==> config.mk <==
export PLATFORM = sky130hd
export DESIGN_NAME = switch_host_port
export DESIGN_NICKNAME = d
export VERILOG_FILES = /design/src/rtl/switch_host_port.sv
export SDC_FILE = /design/constraint.sdc
export NUM_CORES = 1
export LEC_CHECK = 0
export ABC_AREA = 1
export BUFFER_PORTS_ARGS = -buffer_cell sky130_fd_sc_hd__buf_4
export CAP_MARGIN = 20
export CORE_ASPECT_RATIO = 0.5
export CORE_MARGIN = 4
export CORE_UTILIZATION = 40
export DETAILED_ROUTE_END_ITERATION = 10
export SLEW_MARGIN = 20
export SYNTH_ARGS = -nofsm -noshare
export SYNTH_HDL_FRONTEND = slang
export SYNTH_SLANG_ARGS = --single-unit
==> constraint.sdc <==
create_clock -name clk -period 2 [get_ports clk]
set_input_delay 0.2 -clock clk [delete_from_list [all_inputs] [get_ports clk]]
set_output_delay 0.2 -clock clk [all_outputs]
set_load 0.02 [all_outputs]
==> src/rtl/switch_host_port.sv <==
// ---------------------------------------------------------------------------
// switch_host_port
// Host-side endpoint for one port of the 4-port switch. Local packets are
// buffered in a TX FIFO and launched into the switch input side one per
// cycle, throttled by ip_suspend. Packets from the switch output side are
// filtered on this port's destination bit and buffered in an RX FIFO with
// first-word fall-through delivery. op_suspend back-pressures the switch.
// Four saturating 16-bit statistics counters are kept.
//
// Ports:
//   clk, reset          - clock, synchronous active-high reset
//   tx_valid/tx_data    - local packet offer ([3:0] dest mask, [15:4] payload)
//   tx_ready            - TX FIFO not full (combinational from occupancy)
//   rx_valid/rx_data    - RX FIFO head (first-word fall-through)
//   rx_ready            - local consumer accepts rx_data
//   ip_valid/ip_data    - registered packet launch into the switch
//   ip_suspend          - switch input queue full
//   op_valid/op_data    - packet from the switch
//   op_suspend          - registered RX nearly-full back-pressure
//   tx_count, rx_count, drop_count, misroute_count - saturating statistics
// ---------------------------------------------------------------------------
module switch_host_port #(
    parameter int PORT_ID  = 0,
    parameter int TX_DEPTH = 4,
    parameter int RX_DEPTH = 4
) (
    input  logic        clk,
    input  logic        reset,
    input  logic        tx_valid,
    input  logic [15:0] tx_data,
    output logic        tx_ready,
    output logic        rx_valid,
    output logic [15:0] rx_data,
    input  logic        rx_ready,
    output logic        ip_valid,
    output logic [15:0] ip_data,
    input  logic        ip_suspend,
    input  logic        op_valid,
    input  logic [15:0] op_data,
    output logic        op_suspend,
    output logic [15:0] tx_count,
    output logic [15:0] rx_count,
    output logic [15:0] drop_count,
    output logic [15:0] misroute_count
);

    localparam int TX_AW = $clog2(TX_DEPTH);
    localparam int TX_CW = TX_AW + 1;
    localparam int RX_AW = $clog2(RX_DEPTH);
    localparam int RX_CW = RX_AW + 1;

    localparam logic [TX_CW-1:0] TX_FULL = TX_CW'(TX_DEPTH);
    localparam logic [RX_CW-1:0] RX_FULL = RX_CW'(RX_DEPTH);
    // One slot is held back for a packet already in flight from the switch.
    localparam logic [RX_CW-1:0] RX_HIGH = RX_CW'(RX_DEPTH - 1);

    // Saturating add used by every statistics counter.
    function automatic logic [15:0] sat_add(input logic [15:0] a, input logic [1:0] inc);
        logic [16:0] s;
        s = {1'b0, a} + {15'd0, inc};
        sat_add = s[16] ? 16'hFFFF : s[15:0];
    endfunction

    logic [15:0]      r_tx_mem [TX_DEPTH];
    logic [TX_AW-1:0] r_tx_wr;
    logic [TX_AW-1:0] r_tx_rd;
    logic [TX_CW-1:0] r_tx_cnt;

    logic [15:0]      r_rx_mem [RX_DEPTH];
    logic [RX_AW-1:0] r_rx_wr;
    logic [RX_AW-1:0] r_rx_rd;
    logic [RX_CW-1:0] r_rx_cnt;

    logic        r_ip_valid;
    logic [15:0] r_ip_data;
    logic        r_op_suspend;
    logic [15:0] r_tx_count;
    logic [15:0] r_rx_count;
    logic [15:0] r_drop_count;
    logic [15:0] r_misroute_count;

    logic             w_tx_accept;
    logic             w_tx_zero;
    logic             w_tx_push;
    logic             w_tx_launch;
    logic             w_rx_pop;
    logic             w_rx_hit;
    logic             w_rx_room;
    logic             w_rx_push;
    logic             w_rx_drop;
    logic             w_misroute;
    logic [1:0]       w_drop_inc;
    logic [RX_CW-1:0] w_rx_cnt_next;

    assign tx_ready    = (r_tx_cnt != TX_FULL);
    assign w_tx_accept = tx_valid && tx_ready;
    // A zero mask would look like an empty ring slot to the switch.
    assign w_tx_zero   = w_tx_accept && (tx_data[3:0] == 4'd0);
    assign w_tx_push   = w_tx_accept && (tx_data[3:0] != 4'd0);
    assign w_tx_launch = (r_tx_cnt != {TX_CW{1'b0}}) && !ip_suspend;

    assign rx_valid   = (r_rx_cnt != {RX_CW{1'b0}});
    assign rx_data    = r_rx_mem[r_rx_rd];
    assign w_rx_pop   = rx_valid && rx_ready;
    assign w_rx_hit   = op_valid && op_data[PORT_ID];
    assign w_misroute = op_valid && !op_data[PORT_ID];
    // A same-cycle pop frees a slot before the push is judged.
    assign w_rx_room  = (r_rx_cnt != RX_FULL) || w_rx_pop;
    assign w_rx_push  = w_rx_hit && w_rx_room;
    assign w_rx_drop  = w_rx_hit && !w_rx_room;

    assign w_drop_inc    = {1'b0, w_tx_zero} + {1'b0, w_rx_drop};
    assign w_rx_cnt_next = r_rx_cnt + RX_CW'(w_rx_push) - RX_CW'(w_rx_pop);

    // FIFO storage; contents need no reset since occupancy gates every read.
    always_ff @(posedge clk) begin
        if (w_tx_push) begin
            r_tx_mem[r_tx_wr] <= tx_data;
        end
        if (w_rx_push) begin
            r_rx_mem[r_rx_wr] <= op_data;
        end
    end

    // TX FIFO pointers/occupancy and the registered launch port.
    always_ff @(posedge clk) begin
        if (reset) begin
            r_tx_wr    <= {TX_AW{1'b0}};
            r_tx_rd    <= {TX_AW{1'b0}};
            r_tx_cnt   <= {TX_CW{1'b0}};
            r_ip_valid <= 1'b0;
            r_ip_data  <= 16'h0000;
        end else begin
            if (w_tx_push) begin
                r_tx_wr <= r_tx_wr + TX_AW'(1);
            end
            if (w_tx_launch) begin
                r_tx_rd    <= r_tx_rd + TX_AW'(1);
                r_ip_valid <= 1'b1;
                r_ip_data  <= r_tx_mem[r_tx_rd];
            end else begin
                r_ip_valid <= 1'b0;
            end
            r_tx_cnt <= r_tx_cnt + TX_CW'(w_tx_push) - TX_CW'(w_tx_launch);
        end
    end

    // RX FIFO pointers/occupancy and registered back-pressure.
    always_ff @(posedge clk) begin
        if (reset) begin
            r_rx_wr      <= {RX_AW{1'b0}};
            r_rx_rd      <= {RX_AW{1'b0}};
            r_rx_cnt     <= {RX_CW{1'b0}};
            r_op_suspend <= 1'b0;
        end else begin
            if (w_rx_push) begin
                r_rx_wr <= r_rx_wr + RX_AW'(1);
            end
            if (w_rx_pop) begin
                r_rx_rd <= r_rx_rd + RX_AW'(1);
            end
            r_rx_cnt     <= w_rx_cnt_next;
            r_op_suspend <= (w_rx_cnt_next >= RX_HIGH);
        end
    end

    // Saturating statistics counters.
    always_ff @(posedge clk) begin
        if (reset) begin
            r_tx_count       <= 16'h0000;
            r_rx_count       <= 16'h0000;
            r_drop_count     <= 16'h0000;
            r_misroute_count <= 16'h0000;
        end else begin
            r_tx_count       <= sat_add(r_tx_count, {1'b0, w_tx_launch});
            r_rx_count       <= sat_add(r_rx_count, {1'b0, w_rx_push});
            r_drop_count     <= sat_add(r_drop_count, w_drop_inc);
            r_misroute_count <= sat_add(r_misroute_count, {1'b0, w_misroute});
        end
    end

    assign ip_valid       = r_ip_valid;
    assign ip_data        = r_ip_data;
    assign op_suspend     = r_op_suspend;
    assign tx_count       = r_tx_count;
    assign rx_count       = r_rx_count;
    assign drop_count     = r_drop_count;
    assign misroute_count = r_misroute_count;

endmodule

==> implementation parameters, run 1 <==
Parameter                              Value

Outcome
  Outcome    complete, no violations

Critical path
  R2R cell count    10
  Longest individual stage delay on the worst path    0.34 ns
  Cells along the critical path    nor2_4 -> nand3_2 -> nor2_4 -> fa_2 -> ha_4 -> nand2_4 -> nor2_4 -> nand4_4 -> buf_6 -> a31oi_1
  Capturing element type of the critical path    flip-flop
  Source of the worst register-to-register timing path    r_rx_cnt[0]
  Crit-path max FO    6
  Reg2Reg Setup Slack    0.07 ns
  Req. time, crit path    2.44 ns
  CP startpoint kind    flip-flop
  Delay-heaviest family, CP    simple AND/OR/NAND/NOR gates
  RR Endpoint    drop_count[6]
  Most used cell, CP    nor2_4
  Critical path type    flip-flop to flip-flop
  CP Data Arrival Time    2.37 ns
  Slowest stage cell, crit path    dfxtp_2
  CP bufs+invs    1

Clock network
  CTS tree    built
  Clock insertion delay at the later pin of the skew report    roughly 0.50 ns
  Largest buffer count on any clock path    3
  Clock root buffer master    clkbuf_16
  Number of sinks handled by clock tree synthesis    226
  Clock edge transition at the registers on the reported setup and hold paths    0.07 ns
  Num CTS Buffers    21
  # H-tree levels    1

Synth
  Gate count after technology mapping    1003
  Total of flip-flops plus latches after synthesis    226
  Ys async rst share    0%
  Register area share after synthesis    60.2%
  Post-Syn Nets    1063
  Post-synth EDFFs    128
  Most used flip-flop cell after synthesis    edfxtp_1
  Syn. warnings    0
  Post-Syn Area per Cell    approximately 9.6 um^2
  Cell variety after synth    32
  Summed instance area of the synthesized netlist    between 9000 and 10000 um^2

Global route
  Number of global-route vias before repair    6916
  Antenna violations before repair    0
  Wire length of the first global-routing pass    35500 um
  Largest net degree at the start of global routing    44
  Overall fraction of global-route tracks in use    16.1%
  Overflow left after global routing    0

Layout
  # nets final    1269
  Diode count    0
  Leading cell types in the layout, fill and taps excluded    buf_4, nor2_1, edfxtp_1
  Final core utilization    between 50% and 60%
  Fraction of final layout cells with drive strength greater than 1    23.5%
  Layout overhead on the synthesized area    29.9%
  Most common cell after layout, fill and taps aside    buf_4
  Filler cell count    2105

STA
  Fmax    between 500 and 600 MHz
  Final period util    96.6%
  Setup repair after global routing missed its margin    true
  Worst slew margin relative to its limit    around 63%
  Number of max-slew violations in the final report    0
  Final-report setup violation count    0
  Setup Skew    0.0118 ns
  Post-layout minimum cycle time    approximately 1.9 ns
  Total negative setup slack    0 ns
  Transition at the pin with the smallest max-transition slack    0.562 ns
  Fin Hold WS    between 0.15 and 0.2 ns
  Final-report hold violation count    0

Pwr
  Power per Cell Area    985 nW/um^2
  Worst supply voltage drop on vdd    about 0.00053 V
  Static Leak    5.03 nW
  Total power of the final layout    ~12 mW

Die
  Number of rows in the core area    39
  Width of the die    228 um
  Number of top-level design ports    138
  Starting Density    41.5%
  Standard cell core area    23200 um^2
  Y dimension of the die    118 um
  Area enclosed by the die boundary    26800 um^2

Flow run
  Count of max-cap constraint violations    0

Worst hold path
  Capture endpoint of the worst hold path    r_rx_rd[0]
  Worst min-delay path class    primary input to flip-flop
  Min-Delay Startpoint    rx_ready
  Instance count along the most critical hold path    5

Placement
  Number of port buffers    137
  HPWL after detailed placement    14800 um
  GP Congestion    0.856

Route
  Detailed router's first-iteration violation count    569
  Remaining routing DRC violations    0
  Drt first pass iters    4
  Vias    7490
  Final routed wirelength across all metal layers    22600 um
  Count of nets left with antenna violations after detail routing    0
  Per-cell via count in the routed design    slightly below 5
  Routed wire per std cell    between 10 and 15 um
logic make-up (layout without fill, tap and decap cells):
kind of cell,after synthesis,in the layout,share of synthesized area [%]
buffers and inverters,155,375,6.43
AOI/OAI and AO/OA,179,179,9.89
xor gates and xnor gates,26,26,2.36
adders and majority gates,22,22,3.09
DFF,226,226,60.2
and+or+nand+nor,395,396,18.0
registers in the layout (all words and copies together), names as in the netlist, named ones only:
signal and count:
r_rx_mem 64, r_tx_mem 64, drop_count 16, ip_data 16
misroute_count 16, rx_count 16, tx_count 16, r_rx_cnt 3
r_tx_cnt 3, r_rx_rd 2, r_rx_wr 2, r_tx_rd 2
r_tx_wr 2, ip_valid 1, op_suspend 1
tightest hold or removal path, stage by stage:
cell and delay, ns:
buf_4 0.10, nand2_1 0.05, inv_1 0.08, buf_4 0.13
a21oi_1 0.06
power breakdown:
part	switching [mW]	internal (mW)	total, mW	leakage [nW]
Combinational	1.83	1.26	3.09	2.76
Sequential	0.202	5.36	5.56	1.96
Clock	1.70	1.98	3.68	0.310
Total	3.74	8.60	12.3	5.03
per-stage QoR:
step | worst slack, ns | cells | cell area, um^2
5_1_grt | -0.0799 | 1531 | 12500
6_report | 0.0679 | 1531 | 12500
3_5_place_dp | -0.109 | 1453 | 11300
4_1_cts | 0.00401 | 1525 | 12200
3_3_place_gp | -0.0696 | 1453 | 11300
2_1_floorplan | 0.0101 | 1003 | 9660
how the worst max path moves through the flow:
| stage | startpoint | end | slack (ns) | depth (start not counted) |
|---|---|---|---|---|
| 3_3_place_gp | tx_data[3] | drop_count[10] | -0.07 | 13 |
| 2_1_floorplan | r_tx_cnt[1] | tx_count[5] | 0.01 | 12 |
| 3_5_place_dp | tx_data[3] | drop_count[9] | -0.11 | 11 |
| 4_1_cts | r_rx_cnt[1] | drop_count[9] | 0.004 | 10 |
| 5_1_grt | r_rx_cnt[0] | drop_count[6] | -0.08 | 10 |
| 6_report | r_rx_cnt[0] | drop_count[6] | 0.07 | 10 |
cell usage after synthesis (2+ instances only):
cell type	number	share of area, %
buf_1	2	0.078
nand2_1	126	4.9
o21ai_0	92	4.8
buf_2	4	0.21
dfxtp_1	98	20
nand3b_1	2	0.16
xor2_1	11	1.0
fa_1	3	0.62
nor2_1	169	6.6
inv_2	3	0.12
buf_6	3	0.35
nand3_1	56	2.9
nand4_2	2	0.26
ha_1	19	2.5
edfxtp_1	128	40
nor2_2	7	0.45
clkbuf_1	23	0.90
inv_1	119	4.6
a21oi_1	42	2.2
o22ai_1	32	2.1
o21ai_1	5	0.26
a21oi_2	3	0.27
nand3_2	3	0.31
nand4_1	17	1.1
nand2_2	4	0.26
a31oi_1	5	0.32
xnor2_1	15	1.4
nor2_4	6	0.70
routing by layer:
metal,vias to the layer above,global-route usage (%),part of all wire [%]
met2,148,27.5,49
met4,0,4.04,2.2
met3,38,3.02,4.3
met5,-,0,0
li1,3773,-,-
met1,3531,21.3,45
final cells by class:
type                       instances  area, um^2  area share (%)
inverter                         122         462            3.69
clock buffer                      25         551            4.40
clock inverter                    13        71.3           0.570
multi-input combinational        623        3450            27.6
timing repair buffer             215        1790            14.3
tap                              307         384            3.07
sequential                       226        5810            46.4
repair_timing:
action | in CTS | in global routing
endpoints found under the hold margin | 131 | 0
pin swaps | 0 | 15
buffers inserted | 1 | 5
resized for setup | 7 | 58
hold buffers | 33 | 0
endpoints found under the setup margin | 18 | 56
cloned | 0 | 2
(Power assumes the default switching activity.)
==> run 2: changes to the inputs <==
MAX_ROUTING_LAYER = met4   (was unset)
clock period = 2.3 ns   (was 2 ns; I/O delays follow)
==> implementation parameters, run 2 (synthesis gave the netlist of run 1 again) <==
Parameter                              Value

STA
  Final-report hold violation count    0 (unchanged)
  Setup repair after global routing missed its margin    false
  Setup Skew    0.0243 ns (+0.0125 ns)
  Post-layout minimum cycle time    2.08 ns
  Number of max-slew violations in the final report    0 (unchanged)
  Fmax    ~480 MHz
  Transition at the pin with the smallest max-transition slack    0.570 ns (+0.00817 ns)
  Final period util    90.6%
  Total negative setup slack    0 ns (unchanged)
  Final-report setup violation count    0 (unchanged)
  Worst slew margin relative to its limit    62.0% (-0.55 points)

Critical path
  Critical path type    primary input to flip-flop
  Reg2Reg Setup Slack    0.23 ns (+0.16 ns)
  CP startpoint kind    primary input
  Crit-path max FO    5 (-1)
  CP Data Arrival Time    2.48 ns (+0.11 ns)
  Source of the worst register-to-register timing path    r_rx_cnt[1]
  Req. time, crit path    2.70 ns (+0.26 ns)
  Capturing element type of the critical path    flip-flop
  R2R cell count    14 (+4)
  RR Endpoint    rx_count[15]

Die
  Area enclosed by the die boundary    26800 um^2 (unchanged)
  Number of top-level design ports    138 (unchanged)
  Width of the die    228 um (unchanged)
  Number of rows in the core area    39 (unchanged)
  Starting Density    41.5% (unchanged)
  Y dimension of the die    118 um (unchanged)
  Standard cell core area    23200 um^2 (unchanged)

Placement
  Count of placed standard cells including taps    1441 (-0.83%)
  Number of port buffers    137 (unchanged)
  HPWL after detailed placement    14500 um (-2.0%)
  Area after detailed placement    11100 um^2 (-1.5%)
  GP Congestion    0.834 (-2.6%)

Layout
  Post-Layout Cell Count    1513 (-1.2%)
  Diode count    0 (unchanged)
  Finished Cell Area    12200 um^2 (-2.9%)
  Filler cell count    2138 (+1.6%)
  Fraction of final layout cells with drive strength greater than 1    19.4% (-4.1 points)
  Layout overhead on the synthesized area    26.1%
  Most common cell after layout, fill and taps aside    nor2_1
  Top flop regs    r_rx_mem x64, r_tx_mem x64
  # nets final    1251 (-1.4%)
  Leading cell types in the layout, fill and taps excluded    nor2_1, buf_4, edfxtp_1

Clock network
  Largest buffer count on any clock path    3 (unchanged)
  Number of sinks handled by clock tree synthesis    226 (unchanged)
  Num CTS Buffers    21 (unchanged)
  Clock insertion delay at the later pin of the skew report    0.51 ns (about the same)
  # H-tree levels    1 (unchanged)
  CTS tree    built
  Clock edge transition at the registers on the reported setup and hold paths    0.07 ns (about the same)
  Clock root buffer master    clkbuf_16

Route
  Vias    7314 (-2.3%)
  Count of nets left with antenna violations after detail routing    0 (unchanged)
  Drt first pass iters    4 (unchanged)
  Remaining routing DRC violations    0 (unchanged)
  Final routed wirelength across all metal layers    22200 um (-1.7%)
  Per-cell via count in the routed design    4.83 (-1.2%)
  Detailed router's first-iteration violation count    476 (-16%)
  Routed wire per std cell    14.7 um (-0.53%)

Pwr
  Static Leak    4.91 nW (-2.5%)
  Power per Cell Area    895 nW/um^2 (-9.1%)
  Worst supply voltage drop on vdd    0.000510 V (-3.3%)
  Total power of the final layout    10.9 mW (-12%)

Global route
  Number of global-route vias before repair    6988 (+1.0%)
  Wire length of the first global-routing pass    36400 um (+2.6%)
  Overall fraction of global-route tracks in use    16.9% (+0.76 points)
  Largest net degree at the start of global routing    50 (+14%)
  Overflow left after global routing    0 (unchanged)
  Antenna violations before repair    0 (unchanged)

Worst hold path
  Worst min-delay path class    primary input to flip-flop
  Min-Delay Startpoint    rx_ready
  Instance count along the most critical hold path    4 (-1)

Flow run
  Count of max-cap constraint violations    0 (unchanged)

Outcome
  Outcome    complete, no violations
==> run 2: cell count changes in the layout (fill, tap and decap cells not counted), sizes merged <==
cell and change:
buf -16, clkinv -5, bufinv +3, clkbuf +2, dlygate4sd3 -1, nand3 -1
==> run 2: metal layers <==
metal  global-route usage [%]  part of all wire (%)  up-vias
met5                        -                     0        -
met4                     3.32                   1.7        0
met3                     2.82                   3.9       31
met2                     28.4                    49      131
met1                     21.9                    46     3419
li1                         -                     -     3733
==> run 2: worst max-delay path, stage by stage <==
cell,delay [ns]
dlygate4sd3_1,0.53
buf_4,0.15
nor2_1,0.11
nand2_1,0.13
nor2_2,0.20
fa_1,0.22
ha_1,0.18
nand2_1,0.09
nor2_4,0.16
nand2_1,0.12
o21ai_0,0.15
nand3_1,0.09
nand2_1,0.06
inv_1,0.05
==> run 2: cell type report <==
type                    instances  area (um^2)  share of cell area, %
repair buffers                198         1570                   12.9
clock inverters                11          138                   1.13
clock buffers                  27          578                   4.75
multi-input cells             622         3230                   26.5
inverters                     122          458                   3.77
flip-flops and latches        226         5810                   47.8
well taps                     307          384                   3.16
==> run 2: how the worst max path moves through the flow <==
stage	start	endpoint	slack (ns)
final	tx_data[3]	drop_count[10]	0.22
after global placement	r_tx_cnt[1]	tx_count[13]	0.16
after CTS	r_tx_cnt[1]	tx_count[10]	0.08
after detailed placement	r_tx_cnt[1]	tx_count[10]	0.1
after floorplan	r_tx_cnt[1]	r_tx_cnt[2]	0.20
after global routing	r_rx_cnt[1]	rx_count[15]	0.02
==> run 2: power by group <==
group          leakage (nW)  internal [mW]  total [mW]  switching (mW)
clock                 0.350           2.12        3.63            1.51
sequential             1.96           4.65        4.82           0.173
combinational          2.59          0.922        2.43            1.51
==> run 2: stage by stage <==
| stage | utilization (%) | worst slack, ns | hold WS [ns] |
|---|---|---|---|
| finish | 52.3 | 0.216 | 0.133 |
| global route | 52.3 | 0.0189 | 0.192 |
| global placement | 47.8 | 0.162 | 0.432 |
| CTS | 52.2 | 0.0812 | 0.104 |
| floorplan | - | 0.202 | 0.313 |
| detailed placement | 47.8 | 0.0959 | 0.434 |
==> run 2: timing repair <==
item / in CTS / in global routing
setup endpoints to repair: 0 / 24
buffers inserted: 0 / 2
resized for setup: 0 / 6
endpoints found under the hold margin: 128 / 0
hold buffers: 32 / 0
